### src/rtl/mux_nto1_pipe.sv
// Registered N-to-1 channel multiplexer with valid/ready handshake.
// Channels are selected directly from sel, or by an auto-scan pointer that walks every channel in turn.
module mux_nto1_pipe #(
  parameter int N     = 16,
  parameter int W     = 8,
  parameter int SEL_W = 4
) (
  input  logic               clk,
  input  logic               rst_n,
  input  logic [N*W-1:0]     data_in,
  input  logic [SEL_W-1:0]   sel,
  input  logic               mode,
  input  logic               in_valid,
  output logic               in_ready,
  output logic [W-1:0]       out_data,
  output logic [SEL_W-1:0]   out_sel,
  output logic               out_err,
  output logic               out_valid,
  input  logic               out_ready
);

  logic [W-1:0]     out_data_q, out_data_d;
  logic [SEL_W-1:0] out_sel_q, out_sel_d;
  logic             out_err_q, out_err_d;
  logic             out_valid_q, out_valid_d;
  logic [SEL_W-1:0] scan_ptr_q, scan_ptr_d;

  logic [SEL_W-1:0] eff_sel;
  logic [W-1:0]     ch_data;
  logic             sel_err;
  logic             accept;

  assign in_ready = !out_valid_q || out_ready;
  assign accept   = in_valid && in_ready;
  assign eff_sel  = mode ? scan_ptr_q : sel;
  assign sel_err  = (32'(eff_sel) >= N);

  // An out-of-range select matches no channel, so it yields zero data.
  always_comb begin
    ch_data = '0;
    for (int k = 0; k < N; k++) begin
      if (eff_sel == SEL_W'(k)) ch_data = data_in[k*W +: W];
    end
  end

  always_comb begin
    out_data_d  = out_data_q;
    out_sel_d   = out_sel_q;
    out_err_d   = out_err_q;
    out_valid_d = out_valid_q;
    if (accept) begin
      out_data_d  = ch_data;
      out_sel_d   = eff_sel;
      out_err_d   = sel_err;
      out_valid_d = 1'b1;
    end else if (out_ready) begin
      out_valid_d = 1'b0;
    end
  end

  // The pointer is parked at 0 in direct mode so each new scan starts at channel 0.
  always_comb begin
    scan_ptr_d = scan_ptr_q;
    if (!mode) begin
      scan_ptr_d = '0;
    end else if (accept) begin
      if (scan_ptr_q == SEL_W'(N-1)) scan_ptr_d = '0;
      else                           scan_ptr_d = scan_ptr_q + 1'b1;
    end
  end

  always_ff @(posedge clk or negedge rst_n) begin
    if (!rst_n) begin
      out_data_q  <= '0;
      out_sel_q   <= '0;
      out_err_q   <= 1'b0;
      out_valid_q <= 1'b0;
      scan_ptr_q  <= '0;
    end else begin
      out_data_q  <= out_data_d;
      out_sel_q   <= out_sel_d;
      out_err_q   <= out_err_d;
      out_valid_q <= out_valid_d;
      scan_ptr_q  <= scan_ptr_d;
    end
  end

  assign out_data  = out_data_q;
  assign out_sel   = out_sel_q;
  assign out_err   = out_err_q;
  assign out_valid = out_valid_q;

endmodule

### config.mk
export PLATFORM = sky130hd
export DESIGN_NAME = mux_nto1_pipe
export DESIGN_NICKNAME = d
export VERILOG_FILES = /design/src/rtl/mux_nto1_pipe.sv
export SDC_FILE = /design/constraint.sdc
export NUM_CORES = 1
export LEC_CHECK = 0
export ABC_AREA = 1
export CAP_MARGIN = 20
export CELL_PAD_IN_SITES_DETAIL_PLACEMENT = 0
export CELL_PAD_IN_SITES_GLOBAL_PLACEMENT = 1
export CORE_ASPECT_RATIO = 1.1
export CORE_MARGIN = 4
export CORE_UTILIZATION = 23
export DETAILED_ROUTE_END_ITERATION = 8
export HOLD_SLACK_MARGIN = 0.03
export PLACE_DENSITY_LB_ADDON = 0.1
export SETUP_SLACK_MARGIN = 0.15
export SYNTH_ARGS = -nofsm -noshare
export SYNTH_HDL_FRONTEND = slang
export SYNTH_SLANG_ARGS = --single-unit
### constraint.sdc
create_clock -name clk -period 4.5 [get_ports clk]
set_clock_uncertainty 0.05 [all_clocks]
set_input_delay 0.675 -clock clk [delete_from_list [all_inputs] [get_ports clk]]
set_output_delay 0.675 -clock clk [all_outputs]
set_load 0.02 [all_outputs]
# After elaboration in Yosys (flattened, before gate mapping)
# Index checks and enable logic that the tools add are counted.
# word_totals
ff_bits,17
input_bits,137
output_inout_bits,15
word_cells,49
# classes
addsub,1
eq_ne,17
mux,22
n_reduce_logical,5
# op_table
op,n
8-bit 2-to-1 mux,16
"4-bit equality test, second input constant",9
"4-bit by 3-bit equality test with 1-bit output, second input constant",4
4-bit 2-to-1 mux,4
"4-bit by 2-bit equality test with 1-bit output, second input constant",2
"4-bit by 1-bit adder with 4-bit output, second input constant",1
"4-bit by 1-bit equality test with 1-bit output, second input constant",1
4-bit logical NOT,1
1-bit 2-to-1 mux,2
"2-bit by 1-bit != test with 1-bit output, second input constant",1
2-bit nonzero test,1
1-bit logical AND,1
1-bit logical NOT,1
1-bit logical OR,1

# Logic depth before layout (Yosys ltp)
# Gate-level depths: netlist of run 1.
# logic_depth
depth_word,18
mapped_depth,18

# Least setup slack after synthesis of run 1
# No wires, ideal clock.
# synth_path
kind,input to register
from,input port mode
to,"register out_data_q[4], in the netlist out_data[4]"
setup_ps,117
arrival_ps,1947
required_ps,4333
slack_ps,2386
path_stages,14
path_buffers,1
cell_sequence,buf_6 -> nand2_1 -> nand2_4 -> nor2_8 -> inv_4 -> nor2_8 -> inv_2 -> or2_0 -> nand2_1 -> nand4_1 -> nor2_1 -> nand4_1 -> nor2_1 -> nor2_1
# synth_between
elab_chain_len,18
elab_cells_between_ends,33
cone_classes,eq/ne (15); mux (17); reduce/logical (1)
# synth_rtl
item,line_no,rtl
"start, declared",12,"input logic mode,"
4-bit 2-to-1 mux *,35,assign eff_sel = mode ? scan_ptr_q : sel;
4-bit logical NOT,42,if (eff_sel == SEL_W'(k)) ch_data = data_in[k*W +: W];
8-bit 2-to-1 mux (15 in series),42,
8-bit 2-to-1 mux *,42,
"end signal, assigned",80,out_data_q <= out_data_d;
"end, declared",22,"logic [W-1:0] out_data_q, out_data_d;"
# Mark *: on every way between the ends. The rest lies on a longest branch, timed or not.
# A chain may end at the register's enable or synchronous reset.

# Worst setup path in the final report of run 1
# Same ends and word-level chain as after synthesis.

==> run_results.csv, run 1 <==
group,metric,value,unit
status,status,"finished clean",
floorplanning,die_h,106,um
global_routing,grt_first_pass_wirelength,13900,um
worst_setup_path,critPathSlowestCell,"clkdlybuf4s50_1",
logic_synthesis,yosysSeqAreaShare,21.3,%
placement,place_hpwl,7590,um
detailed_routing,dr.pass1.iters,4,
clock_tree,cts_tree,"done",
global_routing,antenna_found_initial,0,
worst_setup_path,cp.arrival,3.15,ns
clock_tree,cts_buffers,3,
floorplanning,fp-row-count,35,
sta,post-route-period-util,67.0,%
clock_tree,htree_levels,1,
sta,finalSetupViolCount,0,
clock_tree,cts_resized,0,
run,maxCapViolations,0,
sta,finalHoldViolations,0,
global_routing,use_met2,28.3,%
clock_tree,cts_sinks,17,
worst_hold_path,min_path_type,"flip-flop to flip-flop",
floorplanning,die_w,96.9,um
floorplanning,dieArea,0.0102,mm^2
placement,numPortBuffers,150,
worst_setup_path,cp_top_family,"simple AND/OR/NAND/NOR gates",
logic_synthesis,synth_edf_count,0,
worst_setup_path,crit_type,"input pin to flip-flop",
layout,drive_gt1_share,6.73,%
clock_tree,clk_pin_slew_worst_paths,0.06,ns
sta,fin_crit,3.01,ns
pwr,worst_ir_drop_vdd,202,uV
placement,place_ws,1.20,ns
detailed_routing,routed_wirelength,9070,um
detailed_routing,ant_nets,0,
clock_tree,cts_setup_buffers,0,
global_routing,grt_max_degree,25,
clock_tree,cts-root-buf,"clkbuf_8",
logic_synthesis,synth_nets,494,
global_routing,grt_use_met1,21.8,%
worst_setup_path,startpoint_type,"input pin",
sta,tightest_slew,0.797,ns
worst_setup_path,required,4.63,ns
worst_setup_path,worstPathCellList,"clkdlybuf4s50_1 -> inv_6 -> nand2_1 -> nand2_1 -> nor2_2 -> nand2_1 -> nor2_1 -> nor2_1 -> nand4_1 -> nand2_1 -> nand4_1 -> nor2_1 -> nand4_1 -> nor2_1 -> nor2_1",
layout,mostFrequentLayoutCell,"clkdlybuf4s50_1",
detailed_routing,wl_per_cell,14.7,um
floorplanning,start_util,23.8,%
logic_synthesis,synthFlopType,"dfrtp_1",
worst_setup_path,worst-path-buf-inv,2,
logic_synthesis,ys_warn_count,0,
layout,nets,644,
global_routing,grt_overflow,0,
logic_synthesis,syn_inst,356,
clock_tree,cts_buffer_depth,2,
sta,fmax,332,MHz
layout,layout_common_cells,"clkdlybuf4s50_1 (150), nand2_1 (130), nor2_1 (53), inv_1 (35), nand3_1 (26)",
worst_setup_path,crit_top_cell,"nor2_1",
logic_synthesis,ys_seq_elements,17,
logic_synthesis,avgSynthCellArea,5.61,um^2
floorplanning,core-area,0.00841,mm^2
global_routing,use_met3,4.17,%
global_routing,top_usage_layer,"met2",
sta,tns,0,ns
global_routing,track_usage,16.6,%
pwr,p_per_area,186,mW/mm^2
pwr,power_leakage,0.00159,uW
sta,drv_slew,0,
clock_tree,clk_latency,0.25,ns
worst_setup_path,crit_path_end_kind,"flip-flop",
detailed_routing,drc_errors,0,
detailed_routing,viasPerCell,4.40,
logic_synthesis,yosysUniqueCellTypes,27,
layout,diodes,0,
sta,rsz0062_at_grt,"false",
floorplanning,ios,152,
clock_tree,cts_hold_buf,0,
layout,area_growth,82.7,%
sta,relSlewSlack,46.7,%
detailed_routing,drt_iter0_drc,65,
worst_setup_path,cp_slowest_stage_delay,0.73,ns
detailed_routing,vias,2712,
worst_setup_path,cp_max_fo,14,
logic_synthesis,synth_area,0.00200,mm^2
logic_synthesis,synthArstFlopShare,100,%
placement,gp_congestion,0.826,
sta,setup_ws,1.49,ns
global_routing,grt_pass1_vias,2691,
## cell type report
type                            count  area [um^2]
Multi-Input combinational cell    291         1370
Clock buffer                        4         45.0
Inverter                           43          169
Tap cell                          111          139
Timing Repair Buffer              150         1500
Sequential cell                    17          425
Fill cell                         937         4760
## registers in the layout (all words and copies together) (netlist names)
signal / flops
out_data: 8
out_sel: 4
out_valid: 1
scan_ptr_q: 4
## where the power goes
part	internal, uW	switching (uW)	leakage (uW)
combinational	197	177	0.00135
sequential	178	15.6	0.000214
clock	62.7	49.6	0.0000228
## layer usage
| metal | part of all wire, % | wire, um |
|---|---|---|
| met1 | 44 | 4000 |
| met4 | 0.11 | 10 |
| met2 | 48 | 4390 |
| met3 | 7.3 | 662 |
| met5 | 0 | 0 |
## tightest hold or removal path: cells and delay by family, from the launching register on
| kind | cells | cell delay (ns) |
|---|---|---|
| AND/OR/NAND/NOR | 2 | 0.11 |
| flip-flops | 1 | 0.34 |
## cell families after synthesis
group           after synthesis  share of synthesized area [%]
simple gates                262                           60.6
buf+inv                      48                           10.1
compound gates               26                           6.76
flops                        17                           21.3
xor+xnor                      1                          0.438
fa+ha+maj                     1                          0.626
other cells                   1                          0.188
## through the flow
| stage | cells | hold WS [ns] | util [%] | power [uW] | cell area [um^2] |
|---|---|---|---|---|---|
| 6_report | 616 | 0.432 | 43.4 | 679 | 3650 |
| 4_1_cts | 616 | 0.435 | 43.4 | 692 | 3650 |
| 2_1_floorplan | 356 | 0.329 | - | 356 | 2000 |
| 3_3_place_gp | 612 | 0.413 | 42.9 | 574 | 3600 |
| 3_5_place_dp | 612 | 0.419 | 42.9 | 572 | 3600 |
| 5_1_grt | 616 | 0.463 | 43.4 | 730 | 3650 |
## Yosys cell counts, types with 2 or more instances
library cell    n  area, um^2
inv_2           6        22.5
nor2_2          8        50.1
or2_2           2        12.5
nor2_1         53         199
or2_0           6        37.5
dfrtp_1        17         425
nor2_8          2        40.0
clkbuf_1        2        7.51
nand4_1        23         144
a21oi_1        15        75.1
nand2_2         4        25.0
nand3_1        26         130
o21ai_0         9        45.0
nand2_1       130         488
inv_1          35         131
buf_4           2        15.0
nand2_4         6        67.6
## path summary, 6_finish.rpt
check	start	to	slack, ns	cells past startpoint
max in group asynchronous	rst_n	out_sel[2]$_DFFE_PN0P_	3.06	1
worst min register to register	out_data[5]$_DFFE_PN0P_	out_data[5]$_DFFE_PN0P_	0.43	2
min in group asynchronous	rst_n	out_data[5]$_DFFE_PN0P_	0.84	1
worst min-delay path	out_data[5]$_DFFE_PN0P_	out_data[5]$_DFFE_PN0P_	0.43	2
worst max-delay path	mode	out_data[4]$_DFFE_PN0P_	1.49	15
worst max register to register	scan_ptr_q[1]$_DFFE_PN0P_	out_data[4]$_DFFE_PN0P_	2.28	15
Note: power is estimated with default switching activity, not from simulation.
==> inputs of run 2 (changes only) <==
- CORE_UTILIZATION: 23 -> 21
- clock period: 4.5 -> 2.8 ns (I/O delays scaled with it)
==> run_results.csv, run 2 (same netlist as run 1, synthesis figures left out) <==
group,metric,value,unit
clock_tree,clk_pin_slew_worst_paths,0.07,ns
worst_setup_path,worst-path-buf-inv,4,
placement,place_ws,-0.0481,ns
detailed_routing,viasPerCell,4.36,
global_routing,grt_overflow,0,
sta,tightest_slew,0.838,ns
clock_tree,cts-root-buf,"clkbuf_8",
worst_setup_path,required,2.90,ns
worst_hold_path,hold_path_depth,2,
floorplanning,core-area,0.00931,mm^2
worst_setup_path,cp_slowest_stage_delay,0.47,ns
layout,diodes,0,
worst_setup_path,cp_top_family,"simple AND/OR/NAND/NOR gates",
clock_tree,cts_buffers,3,
floorplanning,fp-row-count,37,
worst_setup_path,cp.arrival,2.61,ns
status,status,"finished clean",
worst_setup_path,cp_max_fo,10,
layout,num-fill-cells,1034,
detailed_routing,dr.pass1.iters,5,
sta,whs,0.444,ns
sta,post-route-period-util,89.7,%
sta,fmax,398,MHz
floorplanning,ios,152,
detailed_routing,ant_nets,0,
detailed_routing,wl_per_cell,14.5,um
clock_tree,cts_buffer_depth,2,
run,maxCapViolations,0,
placement,place_hpwl,7910,um
sta,relSlewSlack,43.9,%
sta,drv_slew,0,
sta,rsz0062_at_grt,"true",
floorplanning,die_w,101,um
layout,mostFrequentLayoutCell,"clkdlybuf4s50_1",
sta,finalHoldViolations,0,
worst_hold_path,min_path_type,"flip-flop to flip-flop",
placement,gp_congestion,0.844,
detailed_routing,drc_errors,0,
worst_setup_path,rr_startpoint,"scan_ptr_q[2]$_DFFE_PN0P_",
global_routing,grt_first_pass_wirelength,13800,um
worst_setup_path,crit_path_end_kind,"flip-flop",
global_routing,grt_pass1_vias,2762,
layout,fin_area,0.00378,mm^2
floorplanning,die_h,110,um
worst_setup_path,r2r_cells,15,
worst_hold_path,hold_start,"out_data[5]$_DFFE_PN0P_",
detailed_routing,drt_iter0_drc,69,
worst_setup_path,crit_type,"input pin to flip-flop",
sta,finalSetupViolCount,0,
detailed_routing,routed_wirelength,9230,um
clock_tree,clk_latency,0.25,ns
layout,final_util,40.7,%
clock_tree,cts_sinks,17,
worst_setup_path,worstPathCellList,"clkdlybuf4s50_1 -> buf_6 -> nand2_1 -> nand2_4 -> nor2_2 -> buf_4 -> buf_4 -> nand3_1 -> nand3_1 -> nor2_2 -> nand4_1 -> nand2_1 -> nand4_1 -> nor2_1 -> nand4_1 -> nor2_1 -> nor2_1",
clock_tree,cts_setup_buffers,0,
floorplanning,dieArea,0.0111,mm^2
global_routing,antenna_found_initial,0,
layout,regArea,425,um^2
sta,setup_ws,0.288,ns
detailed_routing,vias,2777,
worst_setup_path,startpoint_type,"input pin",
sta,fin_crit,2.51,ns
worst_setup_path,r2r_end,"out_data[4]$_DFFE_PN0P_",
worst_setup_path,critPathSlowestCell,"clkdlybuf4s50_1",
placement,numPortBuffers,150,
placement,postPlaceCellArea,0.00372,mm^2
layout,area_growth,89.4,%
layout,drive_gt1_share,10.2,%
clock_tree,cts_tree,"done",
clock_tree,htree_levels,1,
layout,layout_common_cells,"clkdlybuf4s50_1 (150), nand2_1 (129), nor2_1 (51), inv_1 (35), nand3_1 (26)",
pwr,p_per_area,296,mW/mm^2
pwr,power_leakage,0.00167,uW
layout,largest_register_ffs,8,
global_routing,grt_max_degree,18,
pwr,worst_ir_drop_vdd,246,uV
worst_setup_path,reg2reg_slack,0.69,ns
layout,multi_input_area,0.00138,mm^2
layout,nets,659,
floorplanning,start_util,21.5,%
worst_hold_path,whs_endpoint,"out_data[5]$_DFFE_PN0P_",
global_routing,track_usage,15.5,%
-- run 2: worst min-delay path: cells and delay by family, from the launching register on --
kind / cells / cell delay [ns]
flip-flops: 1 / 0.35
AND/OR/NAND/NOR: 2 / 0.11
-- run 2: worst max-delay path by stage --
stage,from,to,slack [ns],cells past startpoint
finish,mode,out_data[4]$_DFFE_PN0P_,0.29,17
global placement,mode,out_data[4]$_DFFE_PN0P_,-0.05,17
floorplan,mode,out_data[4]$_DFFE_PN0P_,0.94,14
global route,mode,out_data[4]$_DFFE_PN0P_,0.15,17
detailed placement,mode,out_data[4]$_DFFE_PN0P_,-0.05,17
CTS,mode,out_data[4]$_DFFE_PN0P_,0.22,17
-- run 2: cell type report --
type                       instances  share of cell area [%]
sequential                        17                    11.2
tap                              117                    3.87
clock inverter                     1                   0.132
multi-input combinational        291                    36.4
clock buffer                       3                    1.09
inverter                          43                    4.53
timing repair buffer             165                    42.7
-- run 2: power breakdown --
part / switching [uW] / leakage, uW / internal (uW) / total [uW]
Clock: 88.8 / 0.0000255 / 98.8 / 188
Sequential: 26.7 / 0.000214 / 286 / 313
Combinational: 289 / 0.00143 / 332 / 621
-- run 2: metal layers --
| layer | up-vias | wire length, um | GRT usage, % |
|---|---|---|---|
| met5 | - | 0 | 0 |
| met4 | 0 | 58 | 2.18 |
| met3 | 6 | 864 | 4.03 |
| li1 | 1450 | - | - |
| met2 | 102 | 4390 | 26.9 |
| met1 | 1219 | 3910 | 19.8 |
-- run 2: per-stage QoR --
step | total power [uW] | setup TNS (ns) | std cells
floorplan | 572 | 0 | 356
global placement | 944 | -0.0504 | 633
finish | 1120 | 0 | 637
detailed placement | 942 | -0.0481 | 633
CTS | 1140 | 0 | 637
global route | 1210 | 0 | 637
-- run 2: timing repair --
item                                    4_1_cts  5_1_grt
hold buffers                                  0        0
endpoints found under the setup margin        0        4
resized for setup                             0        5
==> patch 1 (settings of run 2) <==
Add an input register stage for `mode`, without a reset; this delays it by one clock. The other inputs are not delayed to match.
--- a/src/rtl/mux_nto1_pipe.sv
+++ b/src/rtl/mux_nto1_pipe.sv
@@ -19,6 +19,12 @@
   input  logic               out_ready
 );
 
+  logic mode_q;
+
+  always_ff @(posedge clk) begin
+    mode_q <= mode;
+  end
+
   logic [W-1:0]     out_data_q, out_data_d;
   logic [SEL_W-1:0] out_sel_q, out_sel_d;
   logic             out_err_q, out_err_d;
@@ -32,7 +38,7 @@
 
   assign in_ready = !out_valid_q || out_ready;
   assign accept   = in_valid && in_ready;
-  assign eff_sel  = mode ? scan_ptr_q : sel;
+  assign eff_sel  = mode_q ? scan_ptr_q : sel;
   assign sel_err  = (32'(eff_sel) >= N);
 
   // An out-of-range select matches no channel, so it yields zero data.
@@ -61,7 +67,7 @@
   // The pointer is parked at 0 in direct mode so each new scan starts at channel 0.
   always_comb begin
     scan_ptr_d = scan_ptr_q;
-    if (!mode) begin
+    if (!mode_q) begin
       scan_ptr_d = '0;
     end else if (accept) begin
       if (scan_ptr_q == SEL_W'(N-1)) scan_ptr_d = '0;
Formal check against the unedited RTL: not equivalent (Yosys sat finds a counterexample within 4 cycles, from zero or initial values and one cycle with rst_n low).
==> patch 1 against run 2 <==
- routed wire length up 1.5%
- first-iteration DRC count is 48% higher
- count of clock-buffer cells in the layout up 1
- sequential share of layout area grew 0.81 points
- worst setup slack gained 0.25 ns
- synthesized area decreased by 0.56%
- sequential cell count up 1
- total power decreased by 0.11%
- cell area decreased by 2.3%
- via count shrank 1.2%
- critical path type unchanged
==> patch 1: results (changes against run 2) <==
Global routing
  • Global routing usage on met2: 27.8% (+0.85 points)
  • Met1 Track Usage GR: 21.3% (+1.5 points)
  • Global Route Usage Sum: 16.0% (+0.48 points)
  • Vias in the first global route: 2746 (-0.58%)
  • Global-route wire length before repair: 14000 um (+2.0%)

Run status
  • Outcome: finished clean

Finish
  • Multi-input gate count: 287 (-1.4%)
  • Inverters excl. clock: 42 (-2.3%)
  • NonClk Buf Share: 41.8% (-0.92 points)
  • Final #Nets: 646 (-2.0%)
  • Share of layout cells above drive strength 1: 7.30% (-2.9 points)
  • Register area: 445 sq um (+4.7%)
  • Num sequential: 18 (+1)
  • Non-clk bufs: 156 (-5.5%)
  • Design area: 3700 sq um (-2.3%)
  • Area of the multi-input gates: 1340 sq um (-2.5%)

Synth
  • Most frequent cells after synthesis: nand2_1 (124), nor2_1 (56), inv_1 (36)
  • Synth area leaders: nand2_1 (23%), dfrtp_1 (21%), nor2_1 (11%)
  • Async S/R FF share, synth: 94.4% (-5.6 points)
  • Net Count, Synth: 490 (-0.81%)

Drt
  • DRT iter0 DRCs: 102 (+48%)
  • Met1 WL: 4140 um (+5.8%)
  • Via density: 4.42 (+1.4%)
  • WL per Instance: 15.1 um (+4.1%)
  • Pre-antenna DRT Iters: 4 (-1)
  • Met3 wire len: 744 um (-14%)
  • WL met2: 4450 um (+1.4%)

Power and ir drop
  • Sequential share of power: 29.2% (+1.3 points)
  • VDD IR-drop max: 0.000236 V (-4.1%)
  • P_comb: 573 uW (-7.7%)
  • P_leak: 0.00158 uW (-4.9%)
  • Switching Power: 388 uW (-4.1%)

Timing
  • Max transition margin: 44.6% (+0.64 points)

Setup path
  • Setup crit start: sel[0]
  • Worst EP arrival: 2.36 ns (-0.25 ns)

Place
  • GPL Wtd Cong: 0.826 (-2.1%)

Worst hold path
  • Min-delay src: out_data[6]
[patch 1: cell families (layout without fill, tap and decap cells)]
kind of cell	count (synthesis)	in the layout	share of synthesized area (%)
AND/OR/NAND/NOR	257	257	59.3
buffers and inverters	47	202	10.0
AO/OA/AOI/OAI	27	27	6.99
flip-flops	18	18	22.4
adder cells (fa/ha/maj)	1	1	0.630
other	1	1	0.189
XOR/XNOR	1	1	0.441
[patch 1: worst paths after layout]
check,to,slack [ns],cells past startpoint
worst min-delay path,out_data[6],0.45,2
max in group asynchronous,out_sel[2],1.60,1
min in group asynchronous,out_data[5],0.59,1
worst max register to register,out_data[5],0.57,15
worst min register to register,out_data[6],0.45,2
worst max-delay path,out_data[5],0.54,16
[patch 1: per-stage QoR]
step           setup slack, ns  cells  power [uW]  hold slack, ns
6_report                 0.540    621        1120           0.448
5_1_grt                  0.248    621        1200           0.498
3_5_place_dp             0.233    617         906           0.424
4_1_cts                  0.509    621        1130           0.453
3_3_place_gp             0.255    617         912           0.424
2_1_floorplan             1.08    352         564          0.0744
==> patch 2 (config.mk and constraints of run 2) <==
Without the edit above. Set the parameter `W` to 6 (it was 8).
--- a/src/rtl/mux_nto1_pipe.sv
+++ b/src/rtl/mux_nto1_pipe.sv
@@ -2,7 +2,7 @@
 // Channels are selected directly from sel, or by an auto-scan pointer that walks every channel in turn.
 module mux_nto1_pipe #(
   parameter int N     = 16,
-  parameter int W     = 8,
+  parameter int W     = 6,
   parameter int SEL_W = 4
 ) (
   input  logic               clk,
Interface: changed (resized data_in and out_data); port bits go from 152 to 118. No check against the original RTL was run, so the function may have changed too.
==> patch 2 against run 2 <==
- routed wire length down 24%
- worst setup slack improved by 0.20 ns
- count of clock-buffer cells in the layout did not move
- synthesized cell count decreased by 19%
- synthesized area shrank 12%
- cell area fell by 19%
- global-route usage is 1.4 points lower
- total power fell by 16%
- non-clock buffer count is 46 lower
- sequential cell count is 2 lower
- critical endpoint is now out_data[3]
- largest cell class unchanged
- largest power group unchanged
- highest routed layer unchanged
==> patch 2: results (changes against run 2) <==
Clock tree
  • Postcts setup bufs: 0 (unchanged)
  • Clk buf depth: 2 (unchanged)
  • H-tree depth: 1 (unchanged)
  • CTS clk-pin slew, worst paths: 0.07 ns (about the same)
  • CTS Root Cell: clkbuf_8

Setup path
  • Worst r2r path cells: 14 (-1)
  • Worst R2R End: out_data[0]
  • Delay of the slowest critical-path stage: 0.49 ns (+0.02 ns)
  • Max FO, Critical Path: 10 (unchanged)
  • RR Startpoint: scan_ptr_q[0]
  • Minimum setup slack among reg-to-reg paths: 0.90 ns (+0.21 ns)

Power and ir drop
  • P_leak: 0.00138 uW (-17%)
  • VDD IR-drop max: 0.000260 V (+5.7%)

Timing
  • Hold_ws: 0.437 ns (-0.00625 ns)
  • Max transition margin: 53.6% (+9.7 points)
  • Fin worst setup slack: 0.492 ns (+0.204 ns)

Finish
  • Max reg flops: 6 (-2)
  • Post-route insts no fill: 515 (-19%)
  • Filler Cell Count: 881 (-15%)
  • Share of layout cells above drive strength 1: 8.85% (-1.3 points)

Drt
  • Final ANT Viol Nets: 0 (unchanged)
  • WL per Instance: 13.6 um (-6.4%)
  • DRT iter0 DRCs: 47 (-32%)
  • Via count: 2162 (-22%)
  • Pre-antenna DRT Iters: 6 (+1)

Global routing
  • Global-route wire length before repair: 11200 um (-18%)
  • Pin count of the biggest net entering global routing: 19 (+1)
  • Vias in the first global route: 2288 (-17%)
  • Initial antenna violation count: 0 (unchanged)
  • Global Route Usage Sum: 14.1% (-1.4 points)

Place
  • Detailed placement HPWL: 5900 um (-25%)
  • Worst slack at placement: 0.202 ns (+0.250 ns)
  • Port bufs: 116 (-23%)
  • Post-Place Cell Area: 3020 sq um (-19%)
  • GPL Wtd Cong: 0.820 (-2.8%)
  • Placed insts: 511 (-19%)

Synth
  • Syn Inst Count: 290 (-19%)
  • Async S/R FF share, synth: 100% (unchanged)
  • Net Count, Synth: 396 (-20%)
  • Sequential share of the synthesized area: 21.4% (+0.062 points)
  • Synth area leaders: dfrtp_1 (21%), nand2_1 (21%), nand3_1 (8.3%)
  • Yosys cell types: 29 (+7.4%)
  • Most frequent cells after synthesis: nand2_1 (97), inv_1 (32), nor2_1 (30)

Run status
  • Outcome: finished clean

Worst hold path
  • Worst Hold Depth: 2 (unchanged)
[patch 2: cell types whose count changed in the layout (fill, tap and decap cells not counted), sizes merged, moves of 2 or more]
cell | run 2 | this run
buf | 15 | 3
dfrtp | 17 | 15
nand2 | 140 | 111
nor2 | 64 | 39
o21ai | 9 | 6
nand3 | 26 | 29
clkdlybuf4s50 | 150 | 116
nand4 | 23 | 14
a21oi | 15 | 21
inv | 43 | 37
[patch 2: worst max-delay path by stage]
stage,from,endpoint,depth (start not counted)
6_report,mode,out_data[3],17
5_1_grt,mode,out_data[0],15
4_1_cts,mode,out_data[2],15
3_5_place_dp,mode,out_data[3],17
3_3_place_gp,mode,out_data[2],15
2_1_floorplan,mode,out_data[1],14
[patch 2: power breakdown]
group	switching (uW)	internal, uW
sequential	20.5	250
clock	84.5	100
combinational	229	252
total	334	602
[patch 2: cell families after synthesis]
logic type                 after synthesis  synth area share [%]
xor gates and xnor gates                 1                 0.498
adders and majority gates                1                 0.712
DFF                                     15                  21.4
other                                    1                 0.213
buffers and inverters                   43                  11.5
and+or+nand+nor                        200                  57.2
AOI/OAI and AO/OA                       29                  8.54
[patch 2: metal layers]
layer / track usage, % / vias to the layer above / part of all wire, % / routed length (um)
met1: 18.2 / 932 / 43 / 3030
met2: 24.4 / 66 / 49 / 3400
met5: 0 / - / 0 / 0
met4: 2.47 / 0 / 0.63 / 44
li1: - / 1159 / - / -
met3: 2.39 / 5 / 7.3 / 511
[patch 2: area by class of cell]
class,count,area (sq um),area share (%)
tap,108,135,4.41
inverter,37,141,4.61
multi-input combinational,232,1180,38.5
clock buffer,3,41.3,1.35
sequential,15,375,12.2
timing repair buffer,119,1180,38.6
clock inverter,1,7.51,0.245
